[config.mk]
export PLATFORM = sky130hd
export DESIGN_NAME = fb_swap_scheduler
export DESIGN_NICKNAME = d
export VERILOG_FILES = /design/src/rtl/fb_pkg.sv /design/src/rtl/fb_clear_counter.sv /design/src/rtl/fb_swap_scheduler.sv
export SDC_FILE = /design/constraint.sdc
export NUM_CORES = 1
export LEC_CHECK = 0
export ABC_AREA = 1
export BUFFER_PORTS_ARGS = -buffer_cell sky130_fd_sc_hd__buf_2
export CELL_PAD_IN_SITES_DETAIL_PLACEMENT = 1
export CELL_PAD_IN_SITES_GLOBAL_PLACEMENT = 1
export CORE_UTILIZATION = 35
export CTS_BUF_LIST = sky130_fd_sc_hd__clkbuf_8
export CTS_CLUSTER_SIZE = 20
export DETAILED_ROUTE_END_ITERATION = 7
export PLACE_DENSITY = 0.84
export SLEW_MARGIN = 20
export SYNTH_ARGS = -nofsm -noshare
export SYNTH_HDL_FRONTEND = slang
export SYNTH_SLANG_ARGS = --single-unit
[constraint.sdc]
create_clock -name clk -period 1.6 [get_ports clk]
set_input_delay 0.08 -clock clk [delete_from_list [all_inputs] [get_ports clk]]
set_output_delay 0.08 -clock clk [all_outputs]
set_load 0.01 [all_outputs]
[src/rtl/fb_pkg.sv]
// rtl/fb_pkg.sv - shared framebuffer geometry and scheduler state type
package fb_pkg;

    localparam int SCREEN_WIDTH  = 640;
    localparam int SCREEN_HEIGHT = 480;
    localparam int NUM_PIXELS    = SCREEN_WIDTH * SCREEN_HEIGHT;
    localparam int ADDR_WIDTH    = 19;

    typedef enum logic [1:0] {
        ST_CLEAR     = 2'd0,
        ST_DRAW      = 2'd1,
        ST_WAIT_SWAP = 2'd2
    } fb_sched_state_t;

endpackage

[src/rtl/fb_clear_counter.sv]
// rtl/fb_clear_counter.sv - back-buffer clear address counter with restart and last flag
module fb_clear_counter #(
    parameter int ADDR_WIDTH = fb_pkg::ADDR_WIDTH,
    parameter int NUM_PIXELS = fb_pkg::NUM_PIXELS
) (
    input  logic                  clk,
    input  logic                  reset,
    input  logic                  start_i,
    input  logic                  step_i,
    output logic [ADDR_WIDTH-1:0] addr_o,
    output logic                  last_o
);

    localparam logic [ADDR_WIDTH-1:0] LAST_ADDR = ADDR_WIDTH'(NUM_PIXELS - 1);

    logic [ADDR_WIDTH-1:0] addr_q;
    logic [ADDR_WIDTH-1:0] addr_d;

    assign addr_o = addr_q;
    assign last_o = (addr_q == LAST_ADDR);

    // Restart from zero on start; otherwise advance, wrapping after the last pixel
    always_comb begin
        addr_d = addr_q;
        if (start_i) begin
            addr_d = '0;
        end else if (step_i) begin
            addr_d = last_o ? '0 : addr_q + ADDR_WIDTH'(1);
        end
    end

    // Address register
    always_ff @(posedge clk) begin
        if (reset) begin
            addr_q <= '0;
        end else begin
            addr_q <= addr_d;
        end
    end

endmodule

[src/rtl/fb_swap_scheduler.sv]
// rtl/fb_swap_scheduler.sv - double-buffer clear/draw/swap scheduler; option FB_SCHED_SKIP_COUNT_EN adds skip_count
module fb_swap_scheduler #(
    parameter int   ADDR_WIDTH  = fb_pkg::ADDR_WIDTH,
    parameter int   NUM_PIXELS  = fb_pkg::NUM_PIXELS,
    parameter logic CLEAR_VALUE = 1'b0
) (
    input  logic                  clk,
    input  logic                  reset,
    input  logic                  frame_pulse,
    input  logic                  plot_valid,
    output logic                  plot_ready,
    input  logic [ADDR_WIDTH-1:0] plot_addr,
    input  logic                  plot_data,
    input  logic                  plot_frame_done,
    output logic                  fb0_wr_en,
    output logic                  fb1_wr_en,
    output logic [ADDR_WIDTH-1:0] fb_wr_addr,
    output logic                  fb_wr_data,
    output logic                  buffer_sel,
`ifdef FB_SCHED_SKIP_COUNT_EN
    output logic [15:0]           skip_count,
`endif
    output logic                  clearing,
    output logic                  frame_skip
);

    import fb_pkg::*;

    localparam logic [ADDR_WIDTH-1:0] LAST_ADDR = ADDR_WIDTH'(NUM_PIXELS - 1);

    fb_sched_state_t       state_q, state_d;
    logic                  buffer_sel_q, buffer_sel_d;
    logic                  fb0_wr_en_q, fb0_wr_en_d;
    logic                  fb1_wr_en_q, fb1_wr_en_d;
    logic [ADDR_WIDTH-1:0] wr_addr_q, wr_addr_d;
    logic                  wr_data_q, wr_data_d;
    logic                  clearing_q, clearing_d;
    logic                  frame_skip_q, frame_skip_d;
    logic                  wr_en;
    logic                  swap;
    logic                  clr_start;
    logic                  clr_step;
    logic [ADDR_WIDTH-1:0] clr_addr;
    logic                  clr_last;

    fb_clear_counter #(
        .ADDR_WIDTH (ADDR_WIDTH),
        .NUM_PIXELS (NUM_PIXELS)
    ) u_clear_counter (
        .clk     (clk),
        .reset   (reset),
        .start_i (clr_start),
        .step_i  (clr_step),
        .addr_o  (clr_addr),
        .last_o  (clr_last)
    );

    assign plot_ready = (state_q == ST_DRAW);
    assign fb0_wr_en  = fb0_wr_en_q;
    assign fb1_wr_en  = fb1_wr_en_q;
    assign fb_wr_addr = wr_addr_q;
    assign fb_wr_data = wr_data_q;
    assign buffer_sel = buffer_sel_q;
    assign clearing   = clearing_q;
    assign frame_skip = frame_skip_q;

    // Next state, write issue and swap decision; the back buffer is chosen from the current buffer_sel
    always_comb begin
        state_d      = state_q;
        buffer_sel_d = buffer_sel_q;
        wr_en        = 1'b0;
        wr_addr_d    = wr_addr_q;
        wr_data_d    = wr_data_q;
        clearing_d   = 1'b0;
        frame_skip_d = 1'b0;
        swap         = 1'b0;
        clr_step     = 1'b0;
        clr_start    = 1'b0;
        case (state_q)
            ST_CLEAR: begin
                wr_en      = 1'b1;
                wr_addr_d  = clr_addr;
                wr_data_d  = CLEAR_VALUE;
                clearing_d = 1'b1;
                clr_step   = 1'b1;
                if (clr_last) begin
                    state_d = ST_DRAW;
                end
                if (frame_pulse) begin
                    frame_skip_d = 1'b1;
                end
            end
            ST_DRAW: begin
                if (plot_valid && (plot_addr <= LAST_ADDR)) begin
                    wr_en     = 1'b1;
                    wr_addr_d = plot_addr;
                    wr_data_d = plot_data;
                end
                if (plot_frame_done && frame_pulse) begin
                    swap = 1'b1;
                end else if (plot_frame_done) begin
                    state_d = ST_WAIT_SWAP;
                end else if (frame_pulse) begin
                    frame_skip_d = 1'b1;
                end
            end
            ST_WAIT_SWAP: begin
                if (frame_pulse) begin
                    swap = 1'b1;
                end
            end
            default: begin
                state_d = ST_CLEAR;
            end
        endcase
        if (swap) begin
            buffer_sel_d = ~buffer_sel_q;
            clr_start    = 1'b1;
            state_d      = ST_CLEAR;
        end
        fb0_wr_en_d = wr_en & buffer_sel_q;
        fb1_wr_en_d = wr_en & ~buffer_sel_q;
    end

    // State and registered write/status outputs
    always_ff @(posedge clk) begin
        if (reset) begin
            state_q      <= ST_CLEAR;
            buffer_sel_q <= 1'b0;
            fb0_wr_en_q  <= 1'b0;
            fb1_wr_en_q  <= 1'b0;
            wr_addr_q    <= '0;
            wr_data_q    <= 1'b0;
            clearing_q   <= 1'b0;
            frame_skip_q <= 1'b0;
        end else begin
            state_q      <= state_d;
            buffer_sel_q <= buffer_sel_d;
            fb0_wr_en_q  <= fb0_wr_en_d;
            fb1_wr_en_q  <= fb1_wr_en_d;
            wr_addr_q    <= wr_addr_d;
            wr_data_q    <= wr_data_d;
            clearing_q   <= clearing_d;
            frame_skip_q <= frame_skip_d;
        end
    end

`ifdef FB_SCHED_SKIP_COUNT_EN
    logic [15:0] skip_count_q;

    assign skip_count = skip_count_q;

    // Saturating count of skipped frame pulses
    always_ff @(posedge clk) begin
        if (reset) begin
            skip_count_q <= '0;
        end else if (frame_skip_d && (skip_count_q != 16'hFFFF)) begin
            skip_count_q <= skip_count_q + 16'd1;
        end
    end
`endif

endmodule

==> results of run 1 <==
[final cells by class]
| class | count | area (sq um) |
|---|---|---|
| inverters | 28 | 105 |
| repair buffers | 61 | 348 |
| clock inverters | 3 | 43.8 |
| fillers | 866 | 3600 |
| well taps | 77 | 96.3 |
| flip-flops and latches | 46 | 927 |
| clock buffers | 5 | 68.8 |
| multi-input cells | 254 | 1300 |
[cell usage after synthesis]
cell	instances	share of area
a21oi_1	12	0.025
a21oi_2	1	0.0037
a31oi_1	1	0.0026
buf_2	6	0.013
buf_4	2	0.0063
buf_6	4	0.019
clkbuf_1	2	0.0031
dfxtp_1	46	0.38
ha_1	4	0.021
inv_1	25	0.039
inv_2	3	0.0047
mux2i_1	9	0.038
nand2_1	89	0.14
nand2_2	2	0.0052
nand2_4	1	0.0047
nand3_1	16	0.033
nand3_2	2	0.0083
nand3_4	1	0.0073
nand4_1	5	0.013
nor2_1	65	0.10
nor2_2	6	0.016
nor2_4	3	0.014
nor3_1	8	0.017
nor3_2	4	0.017
o21ai_0	15	0.031
o21ai_1	1	0.0021
o21bai_1	1	0.0031
xnor2_1	3	0.011
xor2_1	5	0.018
[flip-flops by register name (all words and copies together) (netlist names)]
register                count
fb0_wr_en                   1
fb1_wr_en                   1
u_clear_counter.addr_o     19
fb_wr_addr                 19
fb_wr_data                  1
state_q                     2
clearing                    1
frame_skip                  1
buffer_sel                  1
[what timing repair did]
| action | in CTS | in global routing |
|---|---|---|
| setup endpoints to repair | 1 | 38 |
| hold endpoints to repair | 0 | 1 |
| hold buffers | 0 | 1 |
| gates resized for setup | 1 | 11 |
| gates cloned | 0 | 0 |
| pin swaps | 0 | 0 |
[where the power goes]
group | internal, uW | switching (uW) | leakage (uW)
sequential | 1160 | 10.1 | 0.000375
clock | 469 | 439 | 0.0000585
combinational | 50.2 | 67.0 | 0.00102
total | 1680 | 516 | 0.00145
[how the worst max path moves through the flow]
stage	cells after the start	to	slack (ns)
5_1_grt	8	u_clear_counter.addr_o[9]$_SDFFE_PP0P_	-0.02
3_5_place_dp	8	u_clear_counter.addr_o[5]$_SDFFE_PP0P_	0.03
3_3_place_gp	8	u_clear_counter.addr_o[11]$_SDFFE_PP0P_	0.07
6_report	8	u_clear_counter.addr_o[9]$_SDFFE_PP0P_	0.07
2_1_floorplan	11	u_clear_counter.addr_o[11]$_SDFFE_PP0P_	0.05
4_1_cts	8	u_clear_counter.addr_o[9]$_SDFFE_PP0P_	0.04
[kinds of logic after synthesis]
logic type	after synthesis	synth area share
simple gates	202	0.376
flops	46	0.384
compound gates	31	0.0678
mux	9	0.0376
xor+xnor	8	0.0292
fa+ha+maj	4	0.0209
buf+inv	42	0.0845
[tightest hold or removal path, cell delays in order]
cell    delay, ns
buf_2        0.11
inv_1        0.06
nor3_1       0.05
[metal layers]
layer  vias up  wire [um]  track usage
met5         -          0            0
met4         0        104       0.0601
met3        10        175       0.0315
met2        42       3400        0.350
met1      1112       3090        0.248
li1       1182          -            -
[cell usage in the layout (no fill, tap or decap), types with 2 or more instances in the layout]
master	netlist	layout
nand2_1	89	88
dfxtp_1	46	41
o21ai_0	15	15
nand3_2	2	2
nor3_1	8	8
nor2_1	65	64
a21oi_1	12	12
buf_2	6	50
inv_1	25	25
dfxtp_2	0	5
nor3_2	4	4
ha_2	0	2
buf_4	2	9
nor2_2	6	6
nand2_2	2	3
clkbuf_8	0	5
nand3_1	16	16
nand4_1	5	5
xnor2_1	3	3
inv_2	3	3
nor2_4	3	4
mux2i_1	9	9
xor2_1	5	5
[per-stage QoR]
stage	hold WS, ns	util
CTS	0.00400	0.439
floorplan	0.149	-
detailed placement	0.335	0.421
finish	0.0346	0.445
global route	0.0438	0.445
global placement	0.330	0.421
==> results.sh, run 1 <==
export IMPL_rr_endpoint="u_clear_counter.addr_o[9]$_SDFFE_PP0P_"
export IMPL_gp_congestion=0.855
export IMPL_cp_start_kind="flop"
export IMPL_crit_buf_inv=0
export IMPL_grt_max_degree=39
export IMPL_num_rows=29
export IMPL_cp_slowest_cell="dfxtp_1"
export IMPL_worstPathRequired_ns=1.80
export IMPL_ys_warnings_count=0
export IMPL_final_cells=474
export IMPL_cts_tree="done"
export IMPL_diodes=0
export IMPL_cp_max_fo=10
export IMPL_max_clock_freq_ghz=0.654
export IMPL_cts_sinks=46
export IMPL_cts_root_buffer="clkbuf_8"
export IMPL_power_leakage_uw=0.00145
export IMPL_hold_path_cell_count=3
export IMPL_vias_per_cell=4.95
export IMPL_core_sq_um=6490
export IMPL_clk_insertion_delay_late_ns=0.31
export IMPL_cts_buffer_depth=2
export IMPL_cts_setup_buffers=0
export IMPL_max_cap_violations=0
export IMPL_worstHoldEndpoint="frame_skip$_SDFF_PP0_"
export IMPL_drc_errors=7
export IMPL_drv_slew=0
export IMPL_synth_seq_area_share=0.384
export IMPL_synth_area_sq_um=2400
export IMPL_fin_nets=425
export IMPL_vdd_drop_max_mv=0.429
export IMPL_path_clk_slew_ns=0.10
export IMPL_synth_nets=371
export IMPL_final_area_sq_um=2890
export IMPL_dr_pass1_iters=8
export IMPL_avgSynthCellArea_sq_um=7.01
export IMPL_ios=51
export IMPL_grt_pass1_vias=2310
export IMPL_finalSetupTns_ns=0
export IMPL_worstRegToRegCells=8
export IMPL_hold_viol=0
export IMPL_status="complete, but fails checks"
export IMPL_relSlewSlack=0.741
export IMPL_violations="design-rule violations"
export IMPL_fp_dieH_um=84.8
export IMPL_grt_total_usage=0.198
export IMPL_total_power_uw=2190
export IMPL_area_growth_pct=20.6
export IMPL_grt_pass1_wl_um=11300
export IMPL_place_area_sq_um=2740
export IMPL_skew_ns=0.00584
export IMPL_setup_viol=0
export IMPL_initial_core_util=0.369
export IMPL_tightest_slew_ns=0.388
export IMPL_timing_rr_start="u_clear_counter.addr_o[0]$_SDFFE_PP0P_"
export IMPL_ys_types=29
export IMPL_preCtsSetupSlack_ns=0.0337
export IMPL_wirelength_um=6770
export IMPL_antenna_found_initial=0
export IMPL_cp_arrival_ns=1.73
export IMPL_io_buffer_count=50
export IMPL_antenna_left=0
export IMPL_htree_num_levels=2
export IMPL_finalCritPeriodShare=0.955
export IMPL_setup_ws_ns=0.0719
export IMPL_die_area_sq_um=7190
export IMPL_reg2reg_slack_ns=0.07
export IMPL_min_delay_start="frame_pulse"
export IMPL_grt_overflow=0
export IMPL_path_cells="ha_2 > nand2_1 > nor2_4 > nand3_4 > nor2_2 > nand2_2 > nand2_4 > nor2_1"
export IMPL_critical_path_class="flop to flop"
export IMPL_max_stage_delay_ns=0.37
export IMPL_post_route_min_period_ns=1.53
export IMPL_via_count=2346
export IMPL_post_dp_hpwl_um=4970
export IMPL_hold_path_class="input pin to flop"
export IMPL_synthCells=342
export IMPL_startpoint="u_clear_counter.addr_o[0]$_SDFFE_PP0P_"
export IMPL_place_inst=465
export IMPL_path_delay_family="simple AND/OR/NAND/NOR gates"
export IMPL_drtIter0Drc=87
export IMPL_crit_path_end_kind="flop"
export IMPL_drive_gt1_frac=0.254
export IMPL_routedWlPerCell_um=14.3
export IMPL_fp_dieW_um=84.8
export IMPL_cts_inserted_buffers=5
export IMPL_power_per_cell_area_nw_per_um2=759
export IMPL_synth_seq_cells=46
(Power assumes the default switching activity.)
==> inputs of run 2 (changes only) <==
- ABC_AREA: 1 -> not set
- PLACE_DENSITY: 0.84 -> 0.8
==> run 2 against run 1 <==
The flow finishes with violations (design-rule violations, negative setup slack). Critical path depth fell by 1. Register-to-register slack got worse by 0.16 ns. Sequential cell count did not move. Count of clock-buffer cells in the layout did not move. Highest routed layer unchanged. Wire length rose by 17%. Worst hold slack got worse by 0.011 ns. Largest cell class unchanged. Largest power group unchanged.
==> results.sh, run 2 <==
export IMPL_synth_area_sq_um=2410
export IMPL_cp_arrival_ns=1.87
export IMPL_vias_per_cell=5.39
export IMPL_grt_pass1_vias=2430
export IMPL_startpoint="state_q[0]$_SDFFE_PP0P_"
export IMPL_die_area_sq_um=7210
export IMPL_hold_viol=0
export IMPL_ys_warnings_count=0
export IMPL_htree_num_levels=2
export IMPL_setup_ws_ns=-0.0919
export IMPL_finalCritPeriodShare=1.06
export IMPL_synthTopCellsByArea="dfxtp_1, mux2_2, mux2i_1"
export IMPL_antenna_found_initial=0
export IMPL_preCtsSetupSlack_ns=-0.130
export IMPL_power_leakage_uw=0.00142
export IMPL_min_delay_start="plot_data"
export IMPL_diodes=0
export IMPL_synth_edf_count=0
export IMPL_ys_types=46
export IMPL_grt_max_degree=39
export IMPL_timing_rr_start="state_q[0]$_SDFFE_PP0P_"
export IMPL_grt_overflow=0
export IMPL_synth_top_cells_by_count="dfxtp_1, nor2_1, nor2b_1"
export IMPL_drtIter0Drc=116
export IMPL_antenna_left=0
export IMPL_area_growth_pct=41.8
export IMPL_layout_cells_most_common="buf_2"
export IMPL_cts_root_buffer="clkbuf_8"
export IMPL_cp_max_fo=7
export IMPL_synth_nets=286
export IMPL_max_cap_violations=0
export IMPL_seq_area_sq_um=927
export IMPL_crit_path_end_kind="flop"
export IMPL_cts_tree="done"
export IMPL_ios=51
export IMPL_cp_slowest_cell="dfxtp_2"
export IMPL_core_sq_um=6490
export IMPL_setup_viol=9
export IMPL_synth_most_common_cell="dfxtp_1"
export IMPL_gp_congestion=0.818
export IMPL_tightest_slew_ns=0.376
export IMPL_fin_nets=380
export IMPL_vdd_drop_max_mv=0.350
export IMPL_cp_start_kind="flop"
export IMPL_drv_slew=0
export IMPL_status="complete, but fails checks"
export IMPL_num_fill_cells=738
export IMPL_cts_hold_buf=0
export IMPL_skew_ns=0.0144
export IMPL_async_flop_share=0
export IMPL_fp_dieH_um=84.9
export IMPL_path_clk_slew_ns=0.10
export IMPL_grt_total_usage=0.213
export IMPL_worstPathRequired_ns=1.77
export IMPL_multi_input_area_sq_um=1550
export IMPL_routedWlPerCell_um=18.5
export IMPL_post_route_min_period_ns=1.69
export IMPL_finalSetupTns_ns=-0.210
export IMPL_synth_top_cell_area_share=0.383
export IMPL_grt_pass1_wl_um=12000
export IMPL_cts_inserted_buffers=5
export IMPL_clk_insertion_delay_late_ns=0.31
export IMPL_via_count=2311
export IMPL_num_rows=29
export IMPL_post_dp_hpwl_um=5000
export IMPL_initial_core_util=0.371
export IMPL_avgSynthCellArea_sq_um=9.37
export IMPL_synth_seq_cells=46
export IMPL_violations="design-rule violations, negative setup slack"
export IMPL_hold_path_class="input pin to flop"
export IMPL_ys_flop_type="dfxtp_1"
export IMPL_hold_slack_ns=0.0234
export IMPL_rsz0062_at_grt="true"
export IMPL_drc_errors=9
export IMPL_power_per_cell_area_nw_per_um2=651
export IMPL_cts_sinks=46
export IMPL_reg2reg_slack_ns=-0.09
export IMPL_synth_seq_area_share=0.383
export IMPL_io_buffer_count=50
export IMPL_relSlewSlack=0.748
export IMPL_fp_dieW_um=84.9
export IMPL_dr_pass1_iters=8
export IMPL_final_cell_mix="buf_2, dfxtp_1, buf_4"
export IMPL_max_stage_delay_ns=0.35
export IMPL_drive_gt1_frac=0.472
export IMPL_max_clock_freq_ghz=0.591
export IMPL_path_cells="inv_2 > ha_4 > and4_4 > nand3_4 > buf_4 > o21ai_0 > a21oi_1"
export IMPL_synthCells=257
export IMPL_cts_buffer_depth=2
export IMPL_critical_path_class="flop to flop"
export IMPL_wirelength_um=7930
export IMPL_synth_top_area_cell="dfxtp_1"
## run 2: changes by cell type after synthesis, moves of 15 or more
cell / delta
nor2_1: -34
nand2_1: -77
nand3_1: -15
mux2_2: +19
nor2b_1: +20
inv_1: -18
## run 2: final cells by class
cell class | count | share of cell area
clock buffers | 5 | 0.0202
clock inverters | 3 | 0.0128
inverters | 7 | 0.00843
multi-input cells | 191 | 0.454
flip-flops and latches | 46 | 0.272
well taps | 77 | 0.0282
repair buffers | 100 | 0.205
## run 2: worst paths after layout
kind	to	depth (start not counted)
hold / removal	fb_wr_data$_SDFFE_PP0P_	3
setup / recovery	u_clear_counter.addr_o[12]$_SDFFE_PP0P_	7
hold reg to reg	u_clear_counter.addr_o[15]$_SDFFE_PP0P_	2
setup reg to reg	u_clear_counter.addr_o[12]$_SDFFE_PP0P_	7
## run 2: repair_timing
action | CTS | global route
setup buffers | 12 | 4
setup endpoints to repair | 39 | 38
gates resized for setup | 17 | 32
endpoints found under the hold margin | 0 | 0
gates cloned | 3 | 0
pin swaps | 6 | 10
## run 2: cells by family after synthesis
logic type,Yosys count,synth area share
buffers and inverters,21,0.0431
muxes,38,0.168
DFF,46,0.383
and+or+nand+nor,101,0.246
xor gates and xnor gates,10,0.0364
adders and majority gates,4,0.0208
AOI/OAI and AO/OA,37,0.103
## run 2: worst max-delay path, delay by kind of cell, from the launching register on
kind,cells,cell delay [ns]
compound gates,2,0.43
flops,1,0.35
simple gates,2,0.34
buf+inv,2,0.25
fa+ha+maj,1,0.18
## run 2: routing by layer
| layer | GRT usage | part of all wire | routed length [um] |
|---|---|---|---|
| met1 | 0.249 | 0.43 | 3380 |
| met2 | 0.392 | 0.51 | 4070 |
| met3 | 0.0360 | 0.031 | 242 |
| met4 | 0.0755 | 0.030 | 241 |
| met5 | 0 | 0 | 0 |
## run 2: where the power goes
group | internal (uW) | leakage [uW] | switching, uW
sequential | 1160 | 0.000375 | 10.3
combinational | 71.9 | 0.000986 | 81.8
clock | 469 | 0.0000585 | 430
total | 1700 | 0.00142 | 522
## run 2: metrics by stage
stage                     utilization  cells  power (uW)  cell area (sq um)
final                           0.526    429        2220               3410
after global placement          0.457    404        1330               2970
after global routing            0.526    429        2280               3410
after CTS                       0.506    427        2230               3290
after detailed placement        0.457    404        1340               2970
after floorplan                     -    257        1260               2420
